File: config.mk
export PLATFORM = sky130hd
export DESIGN_NAME = mem_bus_arbiter
export DESIGN_NICKNAME = d
export VERILOG_FILES = /design/src/rtl/mem_arb_pkg.sv /design/src/rtl/mem_arb_rr_pick.sv /design/src/rtl/mem_bus_arbiter.sv
export SDC_FILE = /design/constraint.sdc
export NUM_CORES = 1
export LEC_CHECK = 0
export ABC_AREA = 0
export CAP_MARGIN = 20
export CORE_MARGIN = 2
export CORE_UTILIZATION = 38
export CTS_CLUSTER_SIZE = 28
export DETAILED_ROUTE_END_ITERATION = 8
export PLACE_DENSITY_LB_ADDON = 0.05
export SYNTH_ARGS = -nofsm -noshare
export SYNTH_HDL_FRONTEND = slang
export SYNTH_SLANG_ARGS = --single-unit
File: constraint.sdc
create_clock -name clk -period 4.8 [get_ports clk]
set_input_delay 0.72 -clock clk [delete_from_list [all_inputs] [get_ports clk]]
set_output_delay 0.72 -clock clk [all_outputs]
set_load 0.02 [all_outputs]
File: src/rtl/mem_arb_pkg.sv
`default_nettype none
//==============================================================================
// Module      : mem_arb_pkg
// Description : Shared types and constants for the RAM port arbiter.
// Revision    : 1.0 - initial release
//==============================================================================
package mem_arb_pkg;

    localparam int ID_W = 2;

    typedef enum logic [0:0] {
        IDLE = 1'b0,
        OWN  = 1'b1
    } arb_state_t;

    localparam logic [ID_W-1:0] REQ_CPU    = 2'd0;
    localparam logic [ID_W-1:0] REQ_LOADER = 2'd1;
    localparam logic [ID_W-1:0] REQ_VIDEO  = 2'd2;

    function automatic logic [ID_W-1:0] wrap_inc(input logic [ID_W-1:0] idx, input int n);
        return ((int'(idx) + 1) >= n) ? '0 : idx + 1'b1;
    endfunction

endpackage
`default_nettype wire

File: src/rtl/mem_arb_rr_pick.sv
`default_nettype none
//==============================================================================
// Module      : mem_arb_rr_pick
// Description : Combinational winner search starting at i_start (mod NUM_REQ).
//               MEM_ARB_FIXED_PRIO_EN: lowest index wins, i_start ignored.
// Revision    : 1.0 - initial release
//==============================================================================
module mem_arb_rr_pick
    import mem_arb_pkg::*;
#(
    parameter int NUM_REQ = 3
) (
    input  logic [NUM_REQ-1:0] i_req,
    input  logic [ID_W-1:0]    i_start,
    output logic [ID_W-1:0]    o_winner,
    output logic               o_any_req
);

`ifdef MEM_ARB_FIXED_PRIO_EN
    logic w_unused_start;
    assign w_unused_start = ^i_start;
`endif

    always_comb begin
        int idx;
        o_winner  = '0;
        o_any_req = 1'b0;
        idx       = 0;
        for (int i = 0; i < NUM_REQ; i++) begin
`ifdef MEM_ARB_FIXED_PRIO_EN
            idx = i;
`else
            idx = (int'(i_start) + i) % NUM_REQ;
`endif
            if (!o_any_req && i_req[idx]) begin
                o_any_req = 1'b1;
                o_winner  = idx[ID_W-1:0];
            end
        end
    end

endmodule
`default_nettype wire

File: src/rtl/mem_bus_arbiter.sv
`default_nettype none
//==============================================================================
// Module      : mem_bus_arbiter
// Description : Shares one synchronous RAM port between NUM_REQ masters with
//               round-robin grants, a per-grant burst limit and read routing.
//               MEM_ARB_FIXED_PRIO_EN selects fixed priority (master 0 first).
// Revision    : 1.0 - initial release
//==============================================================================
module mem_bus_arbiter
    import mem_arb_pkg::*;
#(
    parameter int NUM_REQ   = 3,
    parameter int ADDR_W    = 16,
    parameter int DATA_W    = 8,
    parameter int MAX_BURST = 4,
    parameter int RAM_LAT   = 1
) (
    input  logic                      clk,
    input  logic                      reset,
    input  logic [NUM_REQ-1:0]        req_valid,
    input  logic [NUM_REQ-1:0]        req_we,
    input  logic [NUM_REQ*ADDR_W-1:0] req_addr,
    input  logic [NUM_REQ*DATA_W-1:0] req_wdata,
    output logic [NUM_REQ-1:0]        req_ready,
    output logic [NUM_REQ-1:0]        rsp_valid,
    output logic [DATA_W-1:0]         rsp_rdata,
    output logic [ADDR_W-1:0]         mem_addr,
    output logic                      mem_we,
    output logic [DATA_W-1:0]         mem_wdata,
    input  logic [DATA_W-1:0]         mem_rdata,
    output logic [ID_W-1:0]           grant_id
);

    localparam int                 c_CNT_W     = 4;
    localparam logic [c_CNT_W-1:0] c_MAX_BEATS = c_CNT_W'(MAX_BURST);

    arb_state_t          r_state, w_state_nxt;
    logic [ID_W-1:0]     r_owner, w_owner_nxt;
    logic [c_CNT_W-1:0]  r_beat_cnt, w_beat_cnt_nxt;
    logic [ID_W-1:0]     w_pick_start, w_pick;
    logic                w_any_req;
    logic                w_own, w_owner_valid, w_accept, w_last_beat, w_exit, w_rd_push;

    logic [RAM_LAT-1:0]  r_pipe_vld;
    logic [ID_W-1:0]     r_pipe_id [RAM_LAT];
    logic [DATA_W-1:0]   r_rsp_hold;
    logic                w_tail_vld;

    mem_arb_rr_pick #(
        .NUM_REQ (NUM_REQ)
    ) u_pick (
        .i_req     (req_valid),
        .i_start   (w_pick_start),
        .o_winner  (w_pick),
        .o_any_req (w_any_req)
    );

`ifdef MEM_ARB_FIXED_PRIO_EN
    assign w_pick_start = '0;
`else
    // Next search starts just past the master that most recently released the port.
    logic [ID_W-1:0] r_rr_ptr;
    always_ff @(posedge clk) begin
        if (reset)       r_rr_ptr <= '0;
        else if (w_exit) r_rr_ptr <= wrap_inc(r_owner, NUM_REQ);
    end
    assign w_pick_start = r_rr_ptr;
`endif

    assign w_own         = (r_state == OWN);
    assign w_owner_valid = req_valid[r_owner];
    assign w_accept      = w_own && w_owner_valid && (r_beat_cnt < c_MAX_BEATS);
    assign w_last_beat   = w_accept && (r_beat_cnt == (c_MAX_BEATS - 1'b1));
    assign w_exit        = w_own && (!w_owner_valid || w_last_beat);
    assign w_rd_push     = w_accept && !req_we[r_owner];

    assign req_ready = w_accept ? (NUM_REQ'(1) << r_owner) : '0;
    assign mem_we    = w_accept && req_we[r_owner];
    assign mem_addr  = w_own ? req_addr[r_owner*ADDR_W +: ADDR_W] : '0;
    assign mem_wdata = w_own ? req_wdata[r_owner*DATA_W +: DATA_W] : '0;
    assign grant_id  = r_owner;

    // Every release passes through IDLE, which is the one-cycle re-arbitration bubble.
    always_comb begin
        w_state_nxt    = r_state;
        w_owner_nxt    = r_owner;
        w_beat_cnt_nxt = r_beat_cnt;
        case (r_state)
            IDLE: begin
                if (w_any_req) begin
                    w_state_nxt    = OWN;
                    w_owner_nxt    = w_pick;
                    w_beat_cnt_nxt = '0;
                end
            end
            OWN: begin
                if (w_accept) w_beat_cnt_nxt = r_beat_cnt + 1'b1;
                if (w_exit)   w_state_nxt    = IDLE;
            end
            default: w_state_nxt = IDLE;
        endcase
    end

    always_ff @(posedge clk) begin
        if (reset) begin
            r_state    <= IDLE;
            r_owner    <= REQ_CPU;
            r_beat_cnt <= '0;
        end else begin
            r_state    <= w_state_nxt;
            r_owner    <= w_owner_nxt;
            r_beat_cnt <= w_beat_cnt_nxt;
        end
    end

    // Read tags travel alongside the RAM latency so responses survive owner changes.
    always_ff @(posedge clk) begin
        if (reset) begin
            r_pipe_vld <= '0;
            for (int k = 0; k < RAM_LAT; k++) r_pipe_id[k] <= '0;
            r_rsp_hold <= '0;
        end else begin
            r_pipe_vld[0] <= w_rd_push;
            r_pipe_id[0]  <= r_owner;
            for (int k = 1; k < RAM_LAT; k++) begin
                r_pipe_vld[k] <= r_pipe_vld[k-1];
                r_pipe_id[k]  <= r_pipe_id[k-1];
            end
            if (w_tail_vld) r_rsp_hold <= mem_rdata;
        end
    end

    assign w_tail_vld = r_pipe_vld[RAM_LAT-1];
    assign rsp_valid  = w_tail_vld ? (NUM_REQ'(1) << r_pipe_id[RAM_LAT-1]) : '0;
    assign rsp_rdata  = w_tail_vld ? mem_rdata : r_rsp_hold;

endmodule
`default_nettype wire

# [Yosys cells after proc, flatten, opt, wreduce, memory -nomap -nowiden]
# Memories as Yosys holds them, arrays and structs flattened.
# Index checks and enable logic that the tools add are counted.
[word_totals] register_bits=18 ramBits=2 inputBits=88 output_inout_bits=41 wordCells=81 n_memories=1
[memory_table] name="r_pipe_id" depth=1 word_bits=2 rd=1 rd_clocked_by_memory_dff=0 write_ports=1 line="mem_bus_arbiter.sv:45" rtl="logic [ID_W-1:0] r_pipe_id [RAM_LAT];"
[classes] n_addsub=5 n_div=3 n_lt_le_gt_ge=6 n_eq_ne=3 shifts=4 n_mux=36 bitwise=1 reduce_logical=16
[ops] operator="< comparator 32 x 4 -> 1 bit, second input constant" n=3
[ops] operator="modulo 32 x 3 -> 32 bit, second input constant" n=2
[ops] operator="variable part select 48 x 7 -> 16 bit" n=1
[ops] operator="modulo 3 x 3 -> 32 bit, second input constant" n=1
[ops] operator="variable part select 24 x 6 -> 8 bit" n=1
[ops] operator="2-to-1 mux 1 bit" n=17
[ops] operator="2-to-1 mux 16 bit" n=1
[ops] operator="2-to-1 mux 8 bit" n=2
[ops] operator="binary-select mux 1 bit (select 2 bit)" n=5
[ops] operator="2-to-1 mux 2 bit" n=5
[ops] operator="logical AND 1 bit" n=8
[ops] operator="2-to-1 mux 4 bit" n=2
[ops] operator="case mux 4 bit (2 select lines)" n=1
[ops] operator="adder 2 x 1 -> 3 bit, second input constant" n=2
[ops] operator="2-to-1 mux 3 bit" n=2
[ops] operator="<< shifter 1 x 2 -> 3 bit, first input constant" n=2
[ops] operator="adder 4 x 1 -> 4 bit, second input constant" n=1
[ops] operator="== test 4 x 2 -> 1 bit, second input constant" n=1
[ops] operator="zero test 1 bit" n=4
[ops] operator="< comparator 4 x 3 -> 1 bit, second input constant" n=1
[ops] operator="inequality test 2 x 1 -> 1 bit, second input constant" n=2
[ops] operator="AND reduction 2 bit" n=2
[ops] operator="adder 2 x 2 -> 3 bit, second input constant" n=1
[ops] operator=">= comparator 3 x 2 -> 1 bit, second input constant" n=1
[ops] operator="6 further kinds" n=6

# [Longest topological paths before layout]
[depth] ltp_word=13 mapped_depth=8 ltp_nobuf=7

# [By module]
# A second synthesis with hierarchy kept.
[unflattened] hier_cells=229 hier_area_um2=1804.2
[modules_own_cells] module="mem_bus_arbiter" n_inst=1 cells_each=203 area_per_inst_um2=1604.0 seq_area_each_um2=400.4
[modules_own_cells] module="mem_arb_rr_pick" n_inst=1 cells_each=26 area_per_inst_um2=200.2 seq_area_each_um2=0.0

# [Worst setup path after synthesis]
# No wires, ideal clock.
[synth_path] path_type="input to output" start="input req_valid[1]" end="output req_ready[2]" arrival_ps=1674 required_ps=4080 slack_ps=2406 path_stages=4 path_buffers=0 path_cell_list="mux2i_1 -> o2bb2ai_2 -> nand3_2 -> nor3b_1"
[synth_via] elab_chain_cells=5
[synth_lines] item="from (decl)" line="mem_bus_arbiter.sv:20" rtl="input logic [NUM_REQ-1:0] req_valid,"
[synth_lines] item="binary-select mux 1 bit (select 2 bit)" line="mem_bus_arbiter.sv:71" rtl="assign w_owner_valid = req_valid[r_owner];"
[synth_lines] item="2-to-1 mux 1 bit (not written as such)" line="mem_bus_arbiter.sv:71"
[synth_lines] item="logical AND 1 bit (2 in series)" line="mem_bus_arbiter.sv:72" rtl="assign w_accept = w_own && w_owner_valid && (r_beat_cnt < c_MAX_BEATS);"
[synth_lines] item="2-to-1 mux 3 bit" line="mem_bus_arbiter.sv:77" rtl="assign req_ready = w_accept ? (NUM_REQ'(1) << r_owner) : '0;"
[synth_lines] item="to (decl)" line="mem_bus_arbiter.sv:24" rtl="output logic [NUM_REQ-1:0] req_ready,"
# No other way between the ends. The select of a mux whose other input is x is not followed.

# [Worst setup path after layout]
[layout_path] start="input req_valid[0]" end="output req_ready[2]"
# Same word-level chain as after synthesis.

==> metrics.txt <==
gate count of the mapped netlist 233; maximum vdd drop 0.107 mV; DIE AREA 5200 um^2; chip height 72.1 um; total clock buffers created by CTS 3; via count of the first global-routing pass 2032; # Post-CTS Setup Buffers 0; buffer cell driving the clock tree root sky130_fd_sc_hd__clkbuf_8; number of synthesized flops with an enable pin 0; initial antenna violation count 0; Reg2Reg Launch Point grant_id[0]; number of storage elements in the synthesis netlist 20; violation count after the first detailed-routing iteration 92; Register-to-Register Setup Slack 2.59 ns; total of cells resized after clock tree synthesis 0; length of the first detailed-routing pass in iterations 4; count of synthesis-stage warnings from yosys 0; kind of critical path in2out; count of nets after finishing 443; aggregate global routing overflow 0; total nets after synthesis 326; max-slew violations 0; via density per instance 4.96; Worst Min Path Start r_beat_cnt[2]; status finished, final reports clean; power per cell area 235 nW/um^2; Hold Slack 0.476 ns; area growth from synthesis to layout 74.7%; mean post-synth cell area 7.57 um^2; sequential cell area fraction in the yosys report 22.7%; Residual DRC 0; I/O pin count 129; Worst Skew 0.00398 ns; global-route wire length before repair 9200 um; layout cell share with drive strength beyond 1 6.03%; data required time at the worst endpoint 4.08 ns; leading register cell type out of synthesis sky130_fd_sc_hd__dfxtp_1; worst slew slack as a fraction of its limit 36.3%; R2R cell count 6; final critical-path required period 3.49 ns; number of nets with antenna violations after routing 0; Max-cap violations 0; most common library cell in the layout ignoring fill and taps sky130_fd_sc_hd__clkdlybuf4s50_1; wire length reported by the detailed router 5490 um; worst-path fanout max 10; number of clock sinks 20; f_max 0.286 GHz; Clock transition at path regs 0.07 ns; routed via count 1982; mapped cell area 1760 um^2; average wire length per cell after detail routing 13.7 um; TritonCTS clock tree built; Hold Buf Count CTS 0; RSZ-0062 raised after global routing no; share of synthesized flip-flops with an asynchronous set or reset 0%; class of the tightest hold or removal check reg2reg; Worst EP arrival 2.77 ns; x dimension of the die 72.1 um; ant diodes 0; total leakage power 1.19 nW; critical path launch point type input pin; global-route total usage across every layer 21.4%; level count of the clock H-tree 1; cell type contributing the most total cell area after synthesis sky130_fd_sc_hd__dfxtp_1; final clock period utilization by the worst path 72.7%; final setup violating endpoints 0; post-placement cell count 397; leading post-synthesis cells by cell area sky130_fd_sc_hd__dfxtp_1 (23%), sky130_fd_sc_hd__mux2i_1 (17%), sky130_fd_sc_hd__nor2_1 (12%); RD Place Congestion 0.819; number of non-filler instances in the completed layout 400; setup total negative slack 0 ns; actual transition at the worst max-transition pin 0.956 ns; area of the placeable core 4410 um^2; utilization of the core after routing 69.8%; Starting Density 39.9%; Synth top area share 22.7%; clock tree buffer depth 2; worst-skew pair later-pin latency 0.25 ns; Cell Rows 24; post-DP HPWL 4260 um; number of port buffers 128; reg-to-reg critical path endpoint r_rr_ptr[0]; Netlist cell types 42; pin count of the biggest net entering global routing 35; critical path capture point type output port; worst-case hold path end point r_beat_cnt[2]; final hold violation count 0; Hold Crit Depth 1; most used cells in the layout excluding fill and tap cells sky130_fd_sc_hd__clkdlybuf4s50_1 (128), sky130_fd_sc_hd__nor2_1 (58), sky130_fd_sc_hd__mux2i_1 (30); post-layout total power 0.000725 W
-- sequential cells by signal (all words and copies together) (netlist names) --
register,cells
r_rsp_hold,8
r_beat_cnt,4
grant_id,2
r_pipe_id,2
r_rr_ptr,2
r_pipe_vld,1
r_state,1
-- cell families after synthesis --
kind of cell               after synthesis  share of synthesized area [%]
and+or+nand+nor                         99                           27.2
AOI/OAI and AO/OA                       48                           18.3
muxes                                   38                           22.1
buffers and inverters                   23                           6.10
DFF                                     20                           22.7
adders and majority gates                5                           3.55
-- critical path, stage by stage --
cell	delay (ns)
sky130_fd_sc_hd__clkdlybuf4s50_1	0.61
sky130_fd_sc_hd__mux2i_1	0.13
sky130_fd_sc_hd__o2bb2ai_2	0.22
sky130_fd_sc_hd__nand3_2	0.23
sky130_fd_sc_hd__nor3b_1	0.23
sky130_fd_sc_hd__clkdlybuf4s50_1	0.64
-- Yosys cell counts, drive strengths merged (2+ instances only) --
cell / instances
ha: 5
mux2: 8
nand3: 2
nor3: 2
nand2: 5
mux2i: 30
inv: 4
nor2b: 20
o21a: 2
o22ai: 2
clkbuf: 8
o21ai: 2
nor3b: 4
buf: 10
a21o: 4
a21oi: 28
nor2: 58
dfxtp: 20
-- through the flow --
stage,setup WS (ns),instance area (um^2)
3_3_place_gp,1.33,3040
6_report,1.31,3080
5_1_grt,1.15,3080
4_1_cts,1.31,3080
2_1_floorplan,2.41,1760
3_5_place_dp,1.31,3040
-- routing by layer --
layer	global-route usage [%]	vias to the layer above	routed length, um
met4	2.52	0	0
met3	6.67	0	480
met1	25.6	884	2300
met2	38.5	73	2710
met5	0	-	0
li1	-	1025	-
-- power breakdown --
group	switching, W	internal [W]
clock network	0.0000479	0.0000556
registers	0.0000314	0.000177
logic	0.000187	0.000226
total	0.000266	0.000459
-- cell type report --
cell class / instances / area, um^2
sequential: 20 / 402
multi-input combinational: 190 / 1260
clock buffer: 3 / 41.3
timing repair buffer: 130 / 1300
fill: 354 / 1330
tap: 52 / 65.1
inverter: 5 / 18.8
-- worst max-delay path by stage --
stage / startpoint / end / slack [ns]
after floorplan: req_valid[1] / req_ready[2] / 2.41
after global placement: req_valid[0] / req_ready[2] / 1.33
after detailed placement: req_valid[0] / req_ready[2] / 1.31
after CTS: req_valid[0] / req_ready[2] / 1.31
after global routing: grant_id[0] / req_ready[2] / 1.15
final: req_valid[0] / req_ready[2] / 1.31
(Power assumes the default switching activity.)
